`src/rtl/spi_master_tx.sv`:
```
// spi_master_tx: mode-0 SPI byte serialiser, MSB first; in: clk, reset, tx_valid/tx_data/tx_last stream; out: tx_ready, sck/mosi/cs, busy, done
`timescale 1ns/1ps
module spi_master_tx #(
  parameter int DIV      = 4,
  parameter int CS_SETUP = 2,
  parameter int CS_GAP   = 2
) (
  input  logic       clk,
  input  logic       reset,
  input  logic       tx_valid,
  input  logic [7:0] tx_data,
  input  logic       tx_last,
  output logic       tx_ready,
  output logic       sck,
  output logic       mosi,
  output logic       cs,
  output logic       busy,
  output logic       done
);
  localparam int DW = $clog2(DIV + 1);
  localparam int TW = $clog2((CS_SETUP > CS_GAP ? CS_SETUP : CS_GAP) + 1);
  typedef enum logic [2:0] {IDLE, SETUP, SHIFT, NEXT, GAP} state_t;
  state_t          state;
  logic [DW-1:0]   div_cnt;
  logic [3:0]      bit_cnt;
  logic [TW-1:0]   tmr;
  logic [7:0]      sh;
  logic            last;
  logic            hs;
  assign tx_ready = !reset && (state == IDLE || state == NEXT);
  assign hs       = tx_valid && tx_ready;
  always_ff @(posedge clk or posedge reset) begin
    if (reset) begin
      state   <= IDLE;
      div_cnt <= '0;
      bit_cnt <= '0;
      tmr     <= '0;
      sh      <= '0;
      last    <= 1'b0;
      cs      <= 1'b1;
      sck     <= 1'b0;
      mosi    <= 1'b0;
      busy    <= 1'b0;
      done    <= 1'b0;
    end else begin
      done <= 1'b0;
      case (state)
        IDLE: if (hs) begin
          sh      <= tx_data;
          last    <= tx_last;
          cs      <= 1'b0;
          mosi    <= tx_data[7];
          tmr     <= TW'(CS_SETUP - 1);
          bit_cnt <= '0;
          busy    <= 1'b1;
          state   <= SETUP;
        end
        SETUP: if (tmr == '0) begin
          div_cnt <= '0;
          state   <= SHIFT;
        end else tmr <= tmr - 1'b1;
        SHIFT: if (div_cnt == DW'(DIV - 1)) begin
          div_cnt <= '0;
          sck     <= !sck;
          if (!sck) bit_cnt <= bit_cnt + 4'd1;
          else if (bit_cnt != 4'd8) begin
            mosi <= sh[6];
            sh   <= {sh[6:0], 1'b0};
          end else if (last) begin
            cs    <= 1'b1;
            mosi  <= 1'b0;
            done  <= 1'b1;
            tmr   <= TW'(CS_GAP - 1);
            state <= GAP;
          end else begin
            bit_cnt <= '0;
            state   <= NEXT;
          end
        end else div_cnt <= div_cnt + 1'b1;
        NEXT: if (hs) begin
          sh      <= tx_data;
          last    <= tx_last;
          mosi    <= tx_data[7];
          div_cnt <= '0;
          state   <= SHIFT;
        end
        GAP: if (tmr == '0) begin
          busy  <= 1'b0;
          state <= IDLE;
        end else tmr <= tmr - 1'b1;
        default: state <= IDLE;
      endcase
    end
  end
endmodule
```
`config.mk`:
```
export PLATFORM = sky130hd
export DESIGN_NAME = spi_master_tx
export DESIGN_NICKNAME = d
export VERILOG_FILES = /design/src/rtl/spi_master_tx.sv
export SDC_FILE = /design/constraint.sdc
export NUM_CORES = 1
export LEC_CHECK = 0
export CORE_UTILIZATION = 45
export CTS_CLUSTER_SIZE = 8
export DETAILED_ROUTE_END_ITERATION = 16
export PLACE_DENSITY_LB_ADDON = 0.25
export RECOVER_POWER = 25
export SYNTH_ARGS = -nofsm -noshare
export SYNTH_HDL_FRONTEND = slang
export SYNTH_SLANG_ARGS = --single-unit
export TNS_END_PERCENT = 20
```
`constraint.sdc`:
```
create_clock -name clk -period 1.9 [get_ports clk]
set_clock_uncertainty 0.2 [all_clocks]
set_input_delay 0.57 -clock clk [delete_from_list [all_inputs] [get_ports clk]]
set_output_delay 0.57 -clock clk [all_outputs]
set_load 0.05 [all_outputs]
```
== Word-level counts from Yosys, hierarchy flattened ==
Cells that the tools add are included.
Storage, ports and cells
  output and inout port bits: 6
  input bits: 12
  flip-flop bits (word level): 25
  word-level logic and storage cells: 108
Cells by class
  $add $sub $neg: 3
  reductions and logical operators: 24
  multiplexer cells: 50
  eq/ne operators: 20
Operators with widths (number)
  3-bit 2-to-1 mux: 10
  7-bit 2-to-1 mux: 4
  4-bit 2-to-1 mux: 5
  2-bit != test, second input constant: 10
  1-bit 2-to-1 mux: 17
  3-bit one-hot mux with 5 select lines: 1
  5-bit AND reduction: 3
  7-bit one-hot mux with 2 select lines: 1
  7-bit AND reduction: 2
  2-bit 2-to-1 mux: 6
  3-bit by 2-bit == test with 1-bit output, second input constant: 3
  3-bit != test, second input constant: 3
  3-bit one-hot mux with 3 select lines: 1
  4-bit one-hot mux with 2 select lines: 1
  1-bit one-hot mux with 2 select lines: 3
  2-bit one-hot mux with 3 select lines: 1
  3-bit AND reduction: 2
  6-bit AND reduction: 1
  2-bit nonzero test: 3
  3-bit nonzero test: 2
  4-bit by 1-bit adder with 4-bit output, second input constant: 1
  4-bit != test, second input constant: 1
  2-bit AND reduction: 2
  2-bit OR reduction: 2
  other kinds (10): 12

== Longest topological paths before layout ==
Gate-level depths: netlist of the first run.
  word-level depth: 6
  mapped depth: 7
  gate-level depth less buffers: 6

== Least setup slack after synthesis of the first run ==
OpenSTA, ideal clock, no wires.
  kind: flip-flop to output port
  from: reg state[2]
  to: out tx_ready
  cell stages (with the launch flop): 4
  arrival time: 2258 ps
  setup slack: -1128 ps
  buffers on the path: 2
  required time: 1130 ps
  cell sequence: dfrtp_1 > buf_4 > clkbuf_1 > nor4_1
Between the ends
  cells in the longest elaborated chain, start to end: 3
  elaborated cells on any way between the ends: 4
  those cells by class: eq/ne (1); reduce/logical (3)
Ends and longest elaborated chain
  start, declared: RTL line 23  | state_t state;
  start signal, assigned: RTL line 34  | state <= IDLE;
  start signal, assigned: RTL line 56  | state <= SETUP;
  start signal, assigned: RTL line 60  | state <= SHIFT;
  3-bit by 2-bit == test with 1-bit output / 3-bit zero test (equally long branches): RTL line 30  | assign tx_ready = !reset && (state == IDLE || state == NEXT);
  1-bit logical OR (*): RTL line 30
  1-bit logical AND (*): RTL line 30
  end, declared: RTL line 13  | output logic tx_ready,
Every way passes the cells marked *; elsewhere a longest branch is shown, timed or not.

== Worst setup path in the final report of the first run ==
  from: reg state[0]
  to: out tx_ready
The elaborated chain is that of the path after synthesis.

==> results_dict.tcl, run 1 <==
set metrics [dict create \
    fp.dieH_um 60.53 \
    arrival_ns 1.39 \
    wl_met2_um 2114 \
    n_fill_cell 247 \
    end_kind "primary output" \
    fin_nets 225 \
    drcViolationCount 0 \
    path_clk_slew_ns 0.14 \
    ys_ff_latch 25 \
    grt_usage_pct 24.20 \
    io_pins 18 \
    hold_class "register to register" \
    whs_path_depth 1 \
    final.min_clock_period_ns 2.162 \
    grt_pass1_vias 1412 \
    grt_max_degree 14 \
    yosys.area.top_type_share_pct 38.96 \
    cp.required_ns 1.13 \
    hold_violations 0 \
    num_rows 20 \
    ys_warn_count 0 \
    mappedNetlistArea_um2 1541 \
    wl_met1_um 1686 \
    grt_pass1_wl_um 6506 \
    die_w_um 60.53 \
    power.density_nw_per_um2 1758 \
    rsz0062_at_grt "true" \
    status "complete, but fails checks" \
    period_share_pct 113.8 \
    leakagePower_nw 0.9768 \
    crit_path_start_kind "register" \
    root_buffer "clkbuf_4" \
    syn_area_per_cell_um2 9.945 \
    avgViaCountPerCell 5.817 \
    cts_tree "yes" \
    initial_core_util_pct 48.89 \
    grt.overflow.total 0 \
    synth_edf_count 0 \
    hpwl_um 2744 \
    final_cells 252 \
    synth.area.top_cells "dfrtp_1 (39%), mux2i_1 (5.2%), a31oi_1 (4.1%)" \
    diodes 0 \
    cts_made_buffers 3 \
    ant_nets 0 \
    fin_ws_ns -0.2619 \
    worstMarginPinSlew_ns 0.4892 \
    wirelength_um 4134 \
    vdd_drop_max_uv 846.1 \
    seq_area_um2 626.9 \
    io_buffers 17 \
    synth_top_cell_by_area "dfrtp_1" \
    die_area_um2 3663 \
    postLayoutCoreUtil_pct 69.29 \
    first_pass_iters 4 \
    worst_r2r_path_depth 7 \
    pre_cts_slack_ns -0.6604 \
    setup_violations 10 \
    wire_per_inst_um 16.40 \
    layout-drive-gt1-share_pct 32.69 \
    wl_met3_um 235 \
    place_congestion 0.7894 \
    ys_types 47 \
    worstSetupPathType "register to primary output" \
    vias 1466 \
    top_layer_used "met4" \
    cts.sinks 25 \
    place_inst 233 \
    cts_max_level 1 \
    r2r_slack_ns -0.18 \
    grt_antenna_before_repair 0 \
    max_cap_violations 0 \
    final_max_slew_viol_count 0 \
    ys_seq_area_share_pct 40.67 \
    coreArea_um2 3153 \
    clockBufferDepth 2 \
    violations "setup timing" \
    synthArstFlopShare_pct 100.0 \
    ys.flop_type "dfrtp_1" \
    synthCells 155 \
    insertion_delay_ns 0.33 \
    path_max_fanout 5 \
    fmax_mhz 462.5 \
    drtIter0Drc 71 \
    syn_nets 171 \
    syn2layout_area_growth_pct 41.72 \
    multiInputGateArea_um2 889.6 \
    slew_headroom_pct 67.38 \
]
-- final timing paths --
path	from	end
max	state[0]	tx_ready
max in group asynchronous	reset	div_cnt[0]
min	tmr[1]	tmr[1]
min in group asynchronous	reset	tmr[0]
min reg2reg	tmr[1]	tmr[1]
max reg2reg	state[1]	sh[5]
-- sequential cells by signal, indices dropped and copies added (netlist names) --
name / cells
done: 1
busy: 1
state: 3
tmr: 2
bit_cnt: 4
cs: 1
div_cnt: 3
mosi: 1
last: 1
sck: 1
sh: 7
-- final cells by class --
cell class / instances / share of cell area [%]
flip-flops and latches: 25 / 28.69
inverters: 13 / 2.234
clock buffers: 4 / 1.203
repair buffers: 56 / 24.63
multi-input cells: 110 / 40.72
well taps: 44 / 2.520
-- layer usage --
layer,up-vias,global-route usage (%)
met2,52,41.13
met1,726,30.82
met4,0,7.143
li1,674,-
met5,-,0
met3,14,5.544
-- layout by cell type, fill, tap and decap left out, types with 2 or more instances in the layout --
master,n
xnor2_1,2
clkbuf_1,2
or4b_1,2
nand3_1,7
o211ai_1,2
nor3_1,2
buf_6,6
clkbuf_4,3
nor2_1,5
inv_1,12
buf_12,6
o21ai_0,11
ha_1,3
nor2b_1,3
buf_4,31
a31oi_1,9
mux2i_1,8
nand2_1,10
a21oi_1,11
nand2b_1,3
clkdlybuf4s50_1,9
nor2b_4,2
nor3b_4,2
dfrtp_1,24
-- report_power, final --
part           total [mW]  internal, mW  switching, mW
Sequential          0.895         0.746          0.148
Clock               0.247        0.0826          0.164
Combinational        2.70          1.36           1.34
Total                3.84          2.19           1.66
-- worst max-delay path: stages, from the launching register on --
cell,delay [ns]
dfrtp_1,0.44
buf_6,0.12
nor2b_4,0.05
nor4_4,0.26
buf_12,0.18
-- Yosys cell counts, types with 2 or more instances --
| cell | number |
|---|---|
| a21boi_0 | 2 |
| a21oi_1 | 11 |
| a31oi_1 | 10 |
| and3b_1 | 2 |
| buf_4 | 3 |
| buf_6 | 2 |
| clkbuf_1 | 2 |
| dfrtp_1 | 24 |
| ha_1 | 4 |
| inv_1 | 13 |
| mux2i_1 | 8 |
| nand2_1 | 10 |
| nand2b_1 | 3 |
| nand3_1 | 7 |
| nor2_1 | 5 |
| nor2b_1 | 4 |
| nor3_1 | 2 |
| o211ai_1 | 2 |
| o21ai_0 | 11 |
| or4b_1 | 2 |
| xnor2_1 | 2 |
-- what timing repair did --
action                                  in CTS  in global routing
gates resized for setup                     16                 10
endpoints found under the hold margin        0                  3
endpoints found under the setup margin      18                 20
pin swaps                                    4                  4
cloned                                       1                  0
buffers inserted                            10                  4
hold buffers                                 0                  1
-- kinds of logic (layout without fill, tap and decap cells) --
logic type,Yosys count,after routing,share of synthesized area (%)
buffers and inverters,20,73,6.575
muxes,9,9,5.925
and+or+nand+nor,50,50,22.24
AOI/OAI and AO/OA,45,45,20.21
DFF,25,25,40.67
adders and majority gates,4,4,3.247
xor gates and xnor gates,2,2,1.137
-- stage by stage --
step	area, um^2	setup TNS (ns)	hold WS (ns)	total power [mW]
after global routing	2185	-1.624	0.3479	4.102
after global placement	1969	-9.910	0.2820	3.005
after floorplan	1570	-0.2179	0.2660	2.352
final	2185	-1.271	0.3302	3.841
after detailed placement	1969	-10.62	0.2898	3.095
after CTS	2136	-0.3952	0.1681	3.628
Power figures use the tool's default switching activity.
==> run 2: changes to the inputs <==
--- a/config.mk
+++ b/config.mk
@@ -8,8 +8,10 @@
 export CORE_UTILIZATION = 45
 export CTS_CLUSTER_SIZE = 8
 export DETAILED_ROUTE_END_ITERATION = 16
+export DONT_BUFFER_PORTS = 1
 export PLACE_DENSITY_LB_ADDON = 0.25
 export RECOVER_POWER = 25
+export SKIP_CTS_REPAIR_TIMING = 1
 export SYNTH_ARGS = -nofsm -noshare
 export SYNTH_HDL_FRONTEND = slang
 export SYNTH_SLANG_ARGS = --single-unit
==> constraint.sdc (replaced) <==
create_clock -name clk -period 2.4 [get_ports clk]
set_clock_uncertainty 0.2 [all_clocks]
set_input_delay 0.72 -clock clk [delete_from_list [all_inputs] [get_ports clk]]
set_output_delay 0.72 -clock clk [all_outputs]
set_load 0.05 [all_outputs]
==> results_dict.tcl, run 2 (synthesized netlist as in run 1, its figures left out) <==
set metrics [dict create \
    cts_max_level 1 \
    p_sw_share_pct 46.75 \
    layout_common_cells "dfrtp_1 (24), inv_1 (13), a21oi_1 (11), o21ai_0 (11)" \
    power_frac_comb_pct 59.9 \
    layout.cells.most_common "dfrtp_1" \
    top_register "sh" \
    worstMarginPinSlew_ns 0.7971 \
    leakagePower_nw 0.7157 \
    grt_pass1_wl_um 5713 \
    grt_max_degree 17 \
    clockBufferDepth 2 \
    setup_violations 0 \
    initial_core_util_pct 48.89 \
    cp.required_ns 1.48 \
    diodes 0 \
    final.setup.tns_ns 0 \
    cts_made_buffers 3 \
    n_fill_cell 306 \
    period_share_pct 97.14 \
    slew_headroom_pct 46.86 \
    arrival_ns 1.41 \
    power_frac_clock_pct 8.0 \
    status "complete, no violations" \
    final.min_clock_period_ns 2.331 \
    slowest_stage "dfrtp_1" \
    io_pins 18 \
    die_w_um 60.53 \
    cts.sinks 25 \
    worstSetupPathType "register to primary output" \
    die_area_um2 3663 \
    place_congestion 0.8072 \
    final_max_slew_viol_count 0 \
    worst_path_largest_cell_delay_ns 0.54 \
    path_clk_slew_ns 0.14 \
    switching_power_mw 1.122 \
    num_rows 20 \
    drcViolationCount 0 \
    insertion_delay_ns 0.32 \
    rr_startpoint "state[1]" \
    r2r_slack_ns 0.37 \
    first_pass_iters 4 \
    hold_class "input port to asynchronous set/reset pin" \
    grt_usage_pct 21.38 \
    fin_nets 180 \
    fp.dieH_um 60.53 \
    path_max_fanout 7 \
    hold_violations 0 \
    max_cap_violations 0 \
    coreArea_um2 3153 \
    drtIter0Drc 85 \
    grt_antenna_before_repair 0 \
    wire_per_inst_um 16.96 \
    avgViaCountPerCell 5.908 \
    seq_area_um2 626.9 \
    hpwl_um 2699 \
    seq_power_share_pct 32.1 \
    cts_tree "yes" \
    multiInputGateArea_um2 828.3 \
    layout-drive-gt1-share_pct 15.95 \
    rsz0062_at_grt "false" \
    ant_nets 0 \
    grt_pass1_vias 1186 \
    power.density_nw_per_um2 1432 \
    wirelength_um 3510 \
    syn2layout_area_growth_pct 8.766 \
    end_kind "primary output" \
    largest_register_ffs 7 \
    worst_r2r_path_depth 5 \
    grt.overflow.total 0 \
    fmax_mhz 428.9 \
    path_cells "nor4_4, buf_12" \
    root_buffer "clkbuf_4" \
    timing.hold.ws_ns 0.05927 \
    reg_top3 "sh: 7 flops, bit_cnt: 4 flops" \
    vias 1223 \
    crit_path_start_kind "register" \
    io_buffers 0 \
    timing.rr.end "bit_cnt[1]" \
    p_int_mw 1.278 \
    vdd_drop_max_uv 611.1 \
]
-- run 2: metrics by stage --
stage,cell area (um^2),worst slack [ns],utilization (%),instances,total power [mW]
after floorplan,1556,0.07474,-,155,1.861
after global placement,1654,0.2932,52.46,203,2.121
after detailed placement,1654,0.2746,52.46,203,2.218
after CTS,1680,0.07109,53.29,207,2.414
after global routing,1677,0.009784,53.17,207,2.588
final,1677,0.06861,53.17,207,2.400
-- run 2: power by group through the flow --
stage | Sequential, mW | Combinational, mW | Clock, mW
after floorplan | 0.776 | 1.08 | 0
after global placement | 0.768 | 1.35 | 0
after detailed placement | 0.777 | 1.44 | 0
after CTS | 0.769 | 1.44 | 0.201
after global routing | 0.794 | 1.58 | 0.215
final | 0.770 | 1.44 | 0.193
-- run 2: routing by layer --
metal | global-route usage (%) | share of wire (%) | vias up
li1 | - | - | 591
met1 | 27.49 | 43 | 600
met2 | 36.58 | 52 | 30
met3 | 5.757 | 5.0 | 2
met4 | 3.896 | 0.54 | 0
met5 | 0 | 0 | -
-- run 2: cell type report --
type,count,share of cell area [%]
clock buffer,4,1.567
inverter,13,2.910
multi-input combinational,110,49.40
sequential,25,37.39
tap,44,3.284
timing repair buffer,11,5.448
-- run 2: critical path, delay by kind of cell (launching register included) --
family	cells	cell delay, ns
DFF	1	0.54
and+or+nand+nor	1	0.37
buffers and inverters	1	0.18
-- run 2: worst max-delay path by stage --
stage / start / end / slack (ns) / cells after the start
5_1_grt: state[2] / tx_ready / 0.01 / 2
6_report: state[2] / tx_ready / 0.07 / 2
3_3_place_gp: reset / tx_ready / 0.29 / 2
3_5_place_dp: reset / sh[5] / 0.27 / 5
2_1_floorplan: state[2] / tx_ready / 0.07 / 3
4_1_cts: state[0] / tx_ready / 0.07 / 3
